[config.mk]
export PLATFORM = sky130hd
export DESIGN_NAME = dram_dp_param
export DESIGN_NICKNAME = d
export VERILOG_FILES = /design/src/rtl/dram_dp_param.sv
export SDC_FILE = /design/constraint.sdc
export NUM_CORES = 1
export LEC_CHECK = 0
export CORE_MARGIN = 3
export CORE_UTILIZATION = 45
export DETAILED_ROUTE_END_ITERATION = 16
export PLACE_DENSITY = 0.63
export SETUP_SLACK_MARGIN = 0.5
export SLEW_MARGIN = 20
export SYNTH_ARGS = -nofsm -noshare
export SYNTH_HDL_FRONTEND = slang
export SYNTH_SLANG_ARGS = --single-unit
[constraint.sdc]
create_clock -name i_ck -period 6.2 [get_ports i_ck]
set_input_delay 0.62 -clock i_ck [delete_from_list [all_inputs] [get_ports i_ck]]
set_output_delay 0.62 -clock i_ck [all_outputs]
set_load 0.05 [all_outputs]
[src/rtl/dram_dp_param.sv]
// -----------------------------------------------------------------------------
// dram_dp_param
//   Parametrised dual-port register RAM used as shared scratch storage between
//   two independent bus agents. Both ports read and write the same
//   DEPTH x DATA_W register array. The array offers:
//     - deterministic handling of writes from both ports to the same address
//       (port A wins, o_coll pulses the next cycle);
//     - write-first forwarding when one port writes and the other reads the
//       same address in the same cycle;
//     - one-cycle read-valid strobes;
//     - a sequential bulk-clear engine that zeroes one entry per cycle and
//       reports o_busy while it runs.
//
// Ports
//   i_ck, i_rst            clock (rising edge), asynchronous active-high reset
//   i_csn_x                port x chip select, 0 = access this cycle
//   i_rw_x                 port x direction, 0 = write, 1 = read
//   i_addr_x, i_data_x     port x address / write data
//   o_data_x, o_vld_x      port x registered read data / one-cycle valid pulse
//   i_clr                  start bulk clear (sampled in IDLE only)
//   o_busy                 clear engine running, port accesses ignored
//   o_coll                 registered pulse: both ports wrote the same address
// -----------------------------------------------------------------------------
module dram_dp_param #(
  parameter int DATA_W = 8,
  parameter int ADDR_W = 4
) (
  input  logic              i_ck,
  input  logic              i_rst,
  input  logic              i_csn_a,
  input  logic              i_rw_a,
  input  logic [ADDR_W-1:0] i_addr_a,
  input  logic [DATA_W-1:0] i_data_a,
  output logic [DATA_W-1:0] o_data_a,
  output logic              o_vld_a,
  input  logic              i_csn_b,
  input  logic              i_rw_b,
  input  logic [ADDR_W-1:0] i_addr_b,
  input  logic [DATA_W-1:0] i_data_b,
  output logic [DATA_W-1:0] o_data_b,
  output logic              o_vld_b,
  input  logic              i_clr,
  output logic              o_busy,
  output logic              o_coll
);

  localparam int DEPTH = 2 ** ADDR_W;
  // Index of the final entry cleared; the engine returns to IDLE after it.
  localparam logic [ADDR_W:0] CNT_LAST = (ADDR_W + 1)'(DEPTH - 1);
  localparam logic [ADDR_W:0] CNT_ONE  = (ADDR_W + 1)'(1);

  typedef enum logic {
    ST_IDLE  = 1'b0,
    ST_CLEAR = 1'b1
  } state_t;

  state_t              state_q, state_d;
  logic [ADDR_W:0]     cnt_q, cnt_d;
  logic [DATA_W-1:0]   mem_q [DEPTH];
  logic [DATA_W-1:0]   mem_d [DEPTH];
  logic [DATA_W-1:0]   data_a_q, data_a_d;
  logic [DATA_W-1:0]   data_b_q, data_b_d;
  logic                vld_a_q, vld_a_d;
  logic                vld_b_q, vld_b_d;
  logic                coll_q, coll_d;

  // Port decode. Accesses only count while the clear engine is idle.
  logic idle;
  logic wr_a, rd_a, wr_b, rd_b;
  logic same_addr;

  assign idle      = (state_q == ST_IDLE);
  assign wr_a      = idle && !i_csn_a && !i_rw_a;
  assign rd_a      = idle && !i_csn_a &&  i_rw_a;
  assign wr_b      = idle && !i_csn_b && !i_rw_b;
  assign rd_b      = idle && !i_csn_b &&  i_rw_b;
  assign same_addr = (i_addr_a == i_addr_b);

  always_comb begin
    state_d  = state_q;
    cnt_d    = cnt_q;
    mem_d    = mem_q;
    data_a_d = data_a_q;
    data_b_d = data_b_q;
    vld_a_d  = 1'b0;
    vld_b_d  = 1'b0;
    coll_d   = 1'b0;

    case (state_q)
      ST_IDLE: begin
        // Reads see the value being written by the other port this cycle
        // (write-first); otherwise the stored value before this edge.
        if (rd_a) begin
          vld_a_d  = 1'b1;
          data_a_d = (wr_b && same_addr) ? i_data_b : mem_q[i_addr_a];
        end
        if (rd_b) begin
          vld_b_d  = 1'b1;
          data_b_d = (wr_a && same_addr) ? i_data_a : mem_q[i_addr_b];
        end

        coll_d = wr_a && wr_b && same_addr;

        // On a same-address double write, B's data is dropped.
        if (wr_b && !(wr_a && same_addr)) begin
          mem_d[i_addr_b] = i_data_b;
        end
        if (wr_a) begin
          mem_d[i_addr_a] = i_data_a;
        end

        // Accesses in the cycle i_clr is sampled still complete above.
        if (i_clr) begin
          state_d = ST_CLEAR;
          cnt_d   = '0;
        end
      end

      ST_CLEAR: begin
        mem_d[cnt_q[ADDR_W-1:0]] = '0;
        cnt_d = cnt_q + CNT_ONE;
        if (cnt_q == CNT_LAST) begin
          state_d = ST_IDLE;
        end
      end

      default: begin
        state_d = ST_IDLE;
      end
    endcase
  end

  always_ff @(posedge i_ck or posedge i_rst) begin
    if (i_rst) begin
      state_q  <= ST_IDLE;
      cnt_q    <= '0;
      data_a_q <= '0;
      data_b_q <= '0;
      vld_a_q  <= 1'b0;
      vld_b_q  <= 1'b0;
      coll_q   <= 1'b0;
      for (int i = 0; i < DEPTH; i++) begin
        mem_q[i] <= '0;
      end
    end else begin
      state_q  <= state_d;
      cnt_q    <= cnt_d;
      data_a_q <= data_a_d;
      data_b_q <= data_b_d;
      vld_a_q  <= vld_a_d;
      vld_b_q  <= vld_b_d;
      coll_q   <= coll_d;
      mem_q    <= mem_d;
    end
  end

  assign o_data_a = data_a_q;
  assign o_vld_a  = vld_a_q;
  assign o_data_b = data_b_q;
  assign o_vld_b  = vld_b_q;
  assign o_coll   = coll_q;
  assign o_busy   = (state_q == ST_CLEAR);

endmodule
==> metrics.md, run 1 <==
| Metric | Value |
|---|---|
| Final slew viol count | 0 |
| Period utilization | 0.5452 |
| Yosys reg bits | 153 |
| First-pass GRT wire length | 72.47 mm |
| Drc violations | 0 |
| Hold Buf Count CTS | 0 |
| Maximum clock path buffer count | 2 |
| Chip width | 169.9 um |
| Layout Skew | 14.70 ps |
| CTS tree | done |
| YS warnings | 0 |
| Commonest cells after routing, fill and taps aside | 200 x o211ai_1, 152 x dfrtp_1, 136 x a31oi_1, 136 x nand2_1, 132 x a22oi_1 |
| H-tree levels | 4 |
| Die ar. | 0.02886 mm^2 |
| Syn Nets | 1288 |
| Pwr/cell area | 315.9 mW/mm^2 |
| Mapped cell area | ~0.012 mm^2 |
| Placed instance area | 0.01256 mm^2 |
| Commonest non-fill, non-tap cell in the layout | o211ai_1 |
| Fin. Hold Viols | 0 |
| Tightest Pin Transition | 1248 ps |
| Wirelength per Cell | 31.19 um |
| Clock Tree Root | clkbuf_16 |
| Worst setup margin | ~2800 ps |
| # diodes | 0 |
| Final setup fails | 0 |
| FF-to-FF setup slack | 2820 ps |
| Global route total overflow | 0 |
| Highest Clock Rate | between 200 and 300 MHz |
| Final WL | a little under 50 mm |
| Worst setup SP type | flop |
| Post-synth EDFFs | 0 |
| Hold Crit Class | reg2reg |
| Sw Ratio | 0.4319 |
| Layout cells sized above 1 | 0.1577 |
| Layout area overhead | 8.613% |
| Latest clock arrival within the worst-skew pair | 440 ps |
| Total number of vias | 12190 |
| Cells after Synth | 1252 |
| Slew HR | 0.1654 |
| Sum Neg Setup Slack | 0 ps |
| Post-synthesis async set-or-reset flop share | 1.000 |
| # IOs | slightly above 50 |
| ANT nets after route | 0 |
| Worst vdd ir | 0.2223 mV |
| Avg Cell Area, Syn | 9.654 um^2 |
| Crit Path Class | reg2reg |
| Pre-antenna DRT Iters | 6 |
| FP Rows | 59 |
| Routability cong. | 0.9258 |
| Seq/Total Area, Yosys | 0.3168 |
| Vias in the first global route | 11310 |
| Largest net degree at the start of global routing | 75 |
| Clk slew on worst S/H paths | 70 ps |
| CTS Buf Count | 17 |
| Clk pwr share | 0.251 |
| Crit end category | flop |
| P_sw | roughly 1800 uW |
| PostCTS Resize Cnt | 0 |
| Unrepaired setup endpoints after global routing | false |
| Core area | 0.02621 mm^2 |
| # Post-CTS Setup Buffers | 0 |
| Core Util, Final | 0.5009 |
| Input/output buffers | 50 |
| Mean number of vias per cell | around 7.9 |
| Pint | ~2400 uW |
| Leakage | about 0.0045 uW |
| Ys flop type | dfrtp_1 |
| Post-DP HPWL | just over 30 mm |
| Comb pwr share | 0.392 |
| Crit path max fanout | between 50 and 60 |
| Run status | finished, final reports clean |
| Initial Util | 0.4612 |
| Tmin final | 3380 ps |
| Final instance area | about 0.013 mm^2 |
| Cell variety after synth | 54 |
| Tot GR Track Use | 0.3274 |
| Die height | 169.9 um |
| Initial DRC count | 1902 |
| Initial antenna violation count | 0 |
| Place WS | 2524 ps |
| Worst endpoint data arrival time | 3670 ps |
| Nets | 1229 |
| Clock Sinks | 153 |
| Required @ worst endpoint | 6490 ps |
| Seq pwr share | 0.357 |
| Max Cap Violations | 0 |
==> path summary, 6_finish.rpt <==
check	start	endpoint	cells past startpoint
worst max-delay path	o_busy$_DFF_PP0_	mem_q[18]$_DFF_PP0_	6
worst min-delay path	o_data_b[1]$_DFFE_PP0P_	o_data_b[1]$_DFFE_PP0P_	2
worst max register to register	o_busy$_DFF_PP0_	mem_q[18]$_DFF_PP0_	6
worst min register to register	o_data_b[1]$_DFFE_PP0P_	o_data_b[1]$_DFFE_PP0P_	2
max in group asynchronous	i_rst	mem_q[119]$_DFF_PP0_	3
min in group asynchronous	i_rst	mem_q[31]$_DFF_PP0_	2
==> area by class of cell <==
type	count	area, um^2
clock buffers	20	456.7
clock inverters	11	98.84
fillers	2363	13080
inverters	12	50.05
multi-input cells	927	7555
flip-flops and latches	153	3832
well taps	335	419.2
repair buffers	82	715.7
==> per-stage QoR <==
| step | hold WS, ps | total power (uW) | std cells |
|---|---|---|---|
| 6_report | 543.6 | 4147 | 1540 |
| 5_1_grt | 585.6 | 4304 | 1540 |
| 4_1_cts | 548.0 | 4098 | 1540 |
| 3_5_place_dp | 533.8 | 3072 | 1509 |
| 3_3_place_gp | 520.1 | 3026 | 1509 |
| 2_1_floorplan | 507.2 | 2541 | 1252 |
==> synth_stat cells, types with 6 or more instances <==
master | n | area (um^2)
a221oi_1 | 12 | 105.1
a22o_1 | 23 | 201.4
buf_1 | 13 | 48.80
nor2_1 | 27 | 101.4
nor2b_1 | 17 | 106.4
inv_1 | 11 | 41.29
o22ai_1 | 8 | 50.05
nand2b_1 | 7 | 43.79
a21boi_2 | 9 | 101.4
a31oi_1 | 136 | 850.8
nand2_1 | 136 | 510.5
mux4_2 | 64 | 1441
buf_2 | 30 | 150.1
o2111ai_1 | 56 | 490.5
nor3_2 | 10 | 100.1
a21oi_1 | 8 | 40.04
a21boi_1 | 14 | 105.1
clkbuf_1 | 100 | 375.4
a22oi_1 | 132 | 991.0
o211ai_1 | 200 | 1501
and3_1 | 10 | 62.56
nor4_4 | 6 | 127.6
buf_4 | 8 | 60.06
dfrtp_1 | 153 | 3829
==> state kept, by name, indices dropped and copies added, names as in the netlist <==
register	flops
mem_q	128
o_data_b	8
o_coll	1
o_vld_b	1
o_vld_a	1
o_data_a	8
o_busy	1
cnt_q	5
==> routing by layer <==
| layer | up-vias | wire (um) | GRT usage | share of wire |
|---|---|---|---|---|
| li1 | 5035 | - | - | - |
| met1 | 6069 | 18840 | 0.4632 | 0.39 |
| met2 | 934 | 20630 | 0.4689 | 0.43 |
| met3 | 154 | 5641 | 0.07317 | 0.12 |
| met4 | 0 | 2914 | 0.1732 | 0.061 |
| met5 | - | 0 | 0 | 0 |
==> power groups by stage <==
stage	logic, uW	registers (uW)	clock network, uW
5_1_grt	1730	1500	1080
3_3_place_gp	1560	1470	0
6_report	1630	1480	1040
3_5_place_dp	1590	1480	0
2_1_floorplan	1010	1530	0
4_1_cts	1590	1460	1040
==> kinds of logic (layout without fill, tap and decap cells) <==
| logic type | after synthesis | in the layout | synth area share |
|---|---|---|---|
| AND/OR/NAND/NOR | 238 | 238 | 0.1068 |
| AO/OA/AOI/OAI | 612 | 612 | 0.3837 |
| flip-flops | 153 | 153 | 0.3168 |
| buffers and inverters | 172 | 125 | 0.06211 |
| adder cells (fa/ha/maj) | 5 | 5 | 0.005176 |
| XOR/XNOR | 6 | 6 | 0.004348 |
| multiplexers | 66 | 66 | 0.1210 |
==> worst max-delay path: stages (launching register included) <==
cell and delay [ps]:
dfrtp_4 700, buf_4 400, or3_1 420, buf_4 270, nor3_2 660, a21boi_2 550, o211ai_1 180
(Power assumes the default switching activity.)
==> inputs of run 2 (changes only) <==
PLACE_DENSITY = 0.65   (was 0.63)
clock period = 3 ns   (was 6.2 ns; I/O delays follow)
==> metrics.md, run 2 (synthesis results as in run 1) <==
| Metric | Value |
|---|---|
| Slowest stage delay, CP | 640 ps (was 700 ps) |
| Clk pwr share | 0.255 (was 0.251) |
| Die ar. | 0.02886 mm^2 (unchanged) |
| Hold Crit Class | in2async (was reg2reg) |
| First-pass GRT wire length | 74.04 mm (was 72.47 mm) |
| Period utilization | 0.8267 (was 0.5452) |
| Die height | 169.9 um (unchanged) |
| CTS Buf Count | 17 (unchanged) |
| Post-DP HPWL | 31.67 mm (was 30.64 mm) |
| CTS tree | done (unchanged) |
| Clk slew on worst S/H paths | 70 ps (about the same) |
| Worst path bufs/invs | 1 (was 2) |
| Initial antenna violation count | 1 (was 0) |
| Initial DRC count | 2095 (was 1902) |
| FP Rows | 59 (unchanged) |
| Placed insts | 1572 (was 1509) |
| Place WS | 347.7 ps (was 2524 ps) |
| Critical R2R Launch | o_busy$_DFF_PP0_ (unchanged) |
| Final WL | 49.54 mm (was 48.03 mm) |
| Pre-antenna DRT Iters | 6 (unchanged) |
| H-tree levels | 4 (unchanged) |
| Reg2reg end | mem_q[112]$_DFF_PP0_ (was mem_q[18]$_DFF_PP0_) |
| Post-route non-filler standard cell count | 1613 (was 1540) |
| Crit Path Class | reg2reg (unchanged) |
| Worst endpoint data arrival time | 2770 ps (was 3670 ps) |
| ANT nets after route | 0 (unchanged) |
| Global route total overflow | 0 (unchanged) |
| Final setup fails | 0 (unchanged) |
| # IOs | 51 (unchanged) |
| P_sw | 3769 uW (was 1791 uW) |
| Final slew viol count | 0 (unchanged) |
| Slew HR | 0.3664 (was 0.1654) |
| Largest register by flop count | mem_q (unchanged) |
| Worst setup SP type | flop (unchanged) |
| Setup crit start | o_busy$_DFF_PP0_ (unchanged) |
| # diodes | 0 (unchanged) |
| Layout Skew | 11.20 ps (was 14.70 ps) |
| Unrepaired setup endpoints after global routing | false (unchanged) |
| Worst vdd ir | 0.3571 mV (was 0.2223 mV) |
| Layout area overhead | 14.99% (was 8.613%) |
| Required @ worst endpoint | 3290 ps (was 6490 ps) |
| Vias in the first global route | 11740 (was 11310) |
| Total number of vias | 12530 (was 12190) |
| FF-to-FF setup slack | 520 ps (was 2820 ps) |
| Pint | 5038 uW (was 2356 uW) |
| Seq pwr share | 0.345 (was 0.357) |
| Leakage | 0.004965 uW (was 0.004504 uW) |
| Core area | 0.02621 mm^2 (unchanged) |
| Crit path max fanout | 33 (was 52) |
| Drc violations | 0 (unchanged) |
| Layout cells sized above 1 | 0.1995 (was 0.1577) |
| Run status | finished, final reports clean (unchanged) |
| Hold Buf Count CTS | 0 (unchanged) |
| Maximum clock path buffer count | 2 (unchanged) |
| Input/output buffers | 50 (unchanged) |
| Clock Tree Root | clkbuf_16 (unchanged) |
| Sum Neg Setup Slack | 0 ps (unchanged) |
| Commonest non-fill, non-tap cell in the layout | o211ai_1 (unchanged) |
| Max Cap Violations | 0 (unchanged) |
| Chip width | 169.9 um (unchanged) |
| Fillers | 2290 (was 2363) |
| Initial Util | 0.4612 (unchanged) |
| Fin. Hold Viols | 0 (unchanged) |
| Tightest Pin Transition | 950.5 ps (was 1248 ps) |
| Pwr/cell area | 633.7 mW/mm^2 (was 315.9 mW/mm^2) |
| Latest clock arrival within the worst-skew pair | 440 ps (about the same) |
| Comb pwr share | 0.400 (was 0.392) |
| Largest register FFs | 128 (unchanged) |
| R2R depth | 5 (was 6) |
| Crit end category | flop (unchanged) |
| Largest net degree at the start of global routing | 108 (was 75) |
| Sw Ratio | 0.4279 (was 0.4319) |
| Cell breakdown of the critical path | or3_1, buf_4, nor4_4, a21boi_2, o211ai_1 (was buf_4, or3_1, buf_4, nor3_2, a21boi_2, o211ai_1) |
| Commonest cells after routing, fill and taps aside | 200 x o211ai_1, 152 x dfrtp_1, 136 x a31oi_1, 136 x nand2_1, 132 x a22oi_1 (unchanged) |
| Tmin final | 2480 ps (was 3380 ps) |
| Wirelength per Cell | 30.71 um (was 31.19 um) |
| Clock Sinks | 153 (unchanged) |
| Nets | 1301 (was 1229) |
| Worst setup margin | 520.0 ps (was 2820 ps) |
| CP max stage cell | dfrtp_4 (unchanged) |
| Mean number of vias per cell | 7.770 (was 7.917) |
| Tot GR Track Use | 0.3380 (was 0.3274) |
| Routability cong. | 0.9222 (was 0.9258) |
| Crit path max-delay family | simple AND/OR/NAND/NOR gates (unchanged) |
| Highest Clock Rate | 403.2 MHz (was 295.9 MHz) |
-- run 2: cell count changes in the layout (fill, tap and decap cells not counted), sizes merged --
cell and change:
clkdlybuf4s50 +1, clkinv -1, clkinvlp +1, bufinv +1
buf +71
-- run 2: routing by layer --
metal  global-route usage  wire (um)  vias to the layer above
li1                     -          -                     5191
met1               0.4524      18580                     6150
met2               0.4936      21020                      960
met3              0.07828       5877                      230
met4               0.2169       4056                        2
met5                    0          8                        -
-- run 2: area by class of cell --
| cell class | count | area, um^2 | area share |
|---|---|---|---|
| Multi-Input combinational cell | 927 | 7637 | 0.5495 |
| Sequential cell | 153 | 3832 | 0.2757 |
| Timing Repair Buffer | 154 | 1374 | 0.09885 |
| Clock buffer | 20 | 446.7 | 0.03214 |
| Tap cell | 335 | 419.2 | 0.03016 |
| Clock inverter | 12 | 140.1 | 0.01008 |
| Inverter | 12 | 48.80 | 0.003511 |
-- run 2: power groups by stage --
stage	Clock (uW)	Combinational, uW	Sequential [uW]
final	2250	3530	3040
after detailed placement	0	3420	3040
after floorplan	0	2090	3170
after global placement	0	3350	3020
after CTS	2250	3430	3010
after global routing	2330	3740	3090
-- run 2: worst max path at each step --
stage / slack (ps) / endpoint / cells after the start
CTS: 510 / mem_q[1]$_DFF_PP0_ / 5
detailed placement: 350 / mem_q[87]$_DFF_PP0_ / 5
floorplan: 680 / mem_q[65]$_DFF_PP0_ / 7
finish: 520 / mem_q[112]$_DFF_PP0_ / 5
global placement: 380 / mem_q[87]$_DFF_PP0_ / 5
global route: 510 / mem_q[115]$_DFF_PP0_ / 5
-- run 2: timing repair --
item,4_1_cts,5_1_grt
buffers inserted,0,9
pin swaps,1,6
setup endpoints to repair,1,100
hold endpoints to repair,0,0
gates resized for setup,0,14
-- run 2: metrics by stage --
stage / total power, uW / cell area, um^2 / utilization / hold slack [ps]
2_1_floorplan: 5253 / 12090 / - / 386.3
3_3_place_gp: 6362 / 13150 / 0.5016 / 517.1
3_5_place_dp: 6467 / 13150 / 0.5016 / 523.2
4_1_cts: 8692 / 13730 / 0.5240 / 209.4
5_1_grt: 9158 / 13900 / 0.5303 / 222.1
6_report: 8807 / 13900 / 0.5303 / 201.3
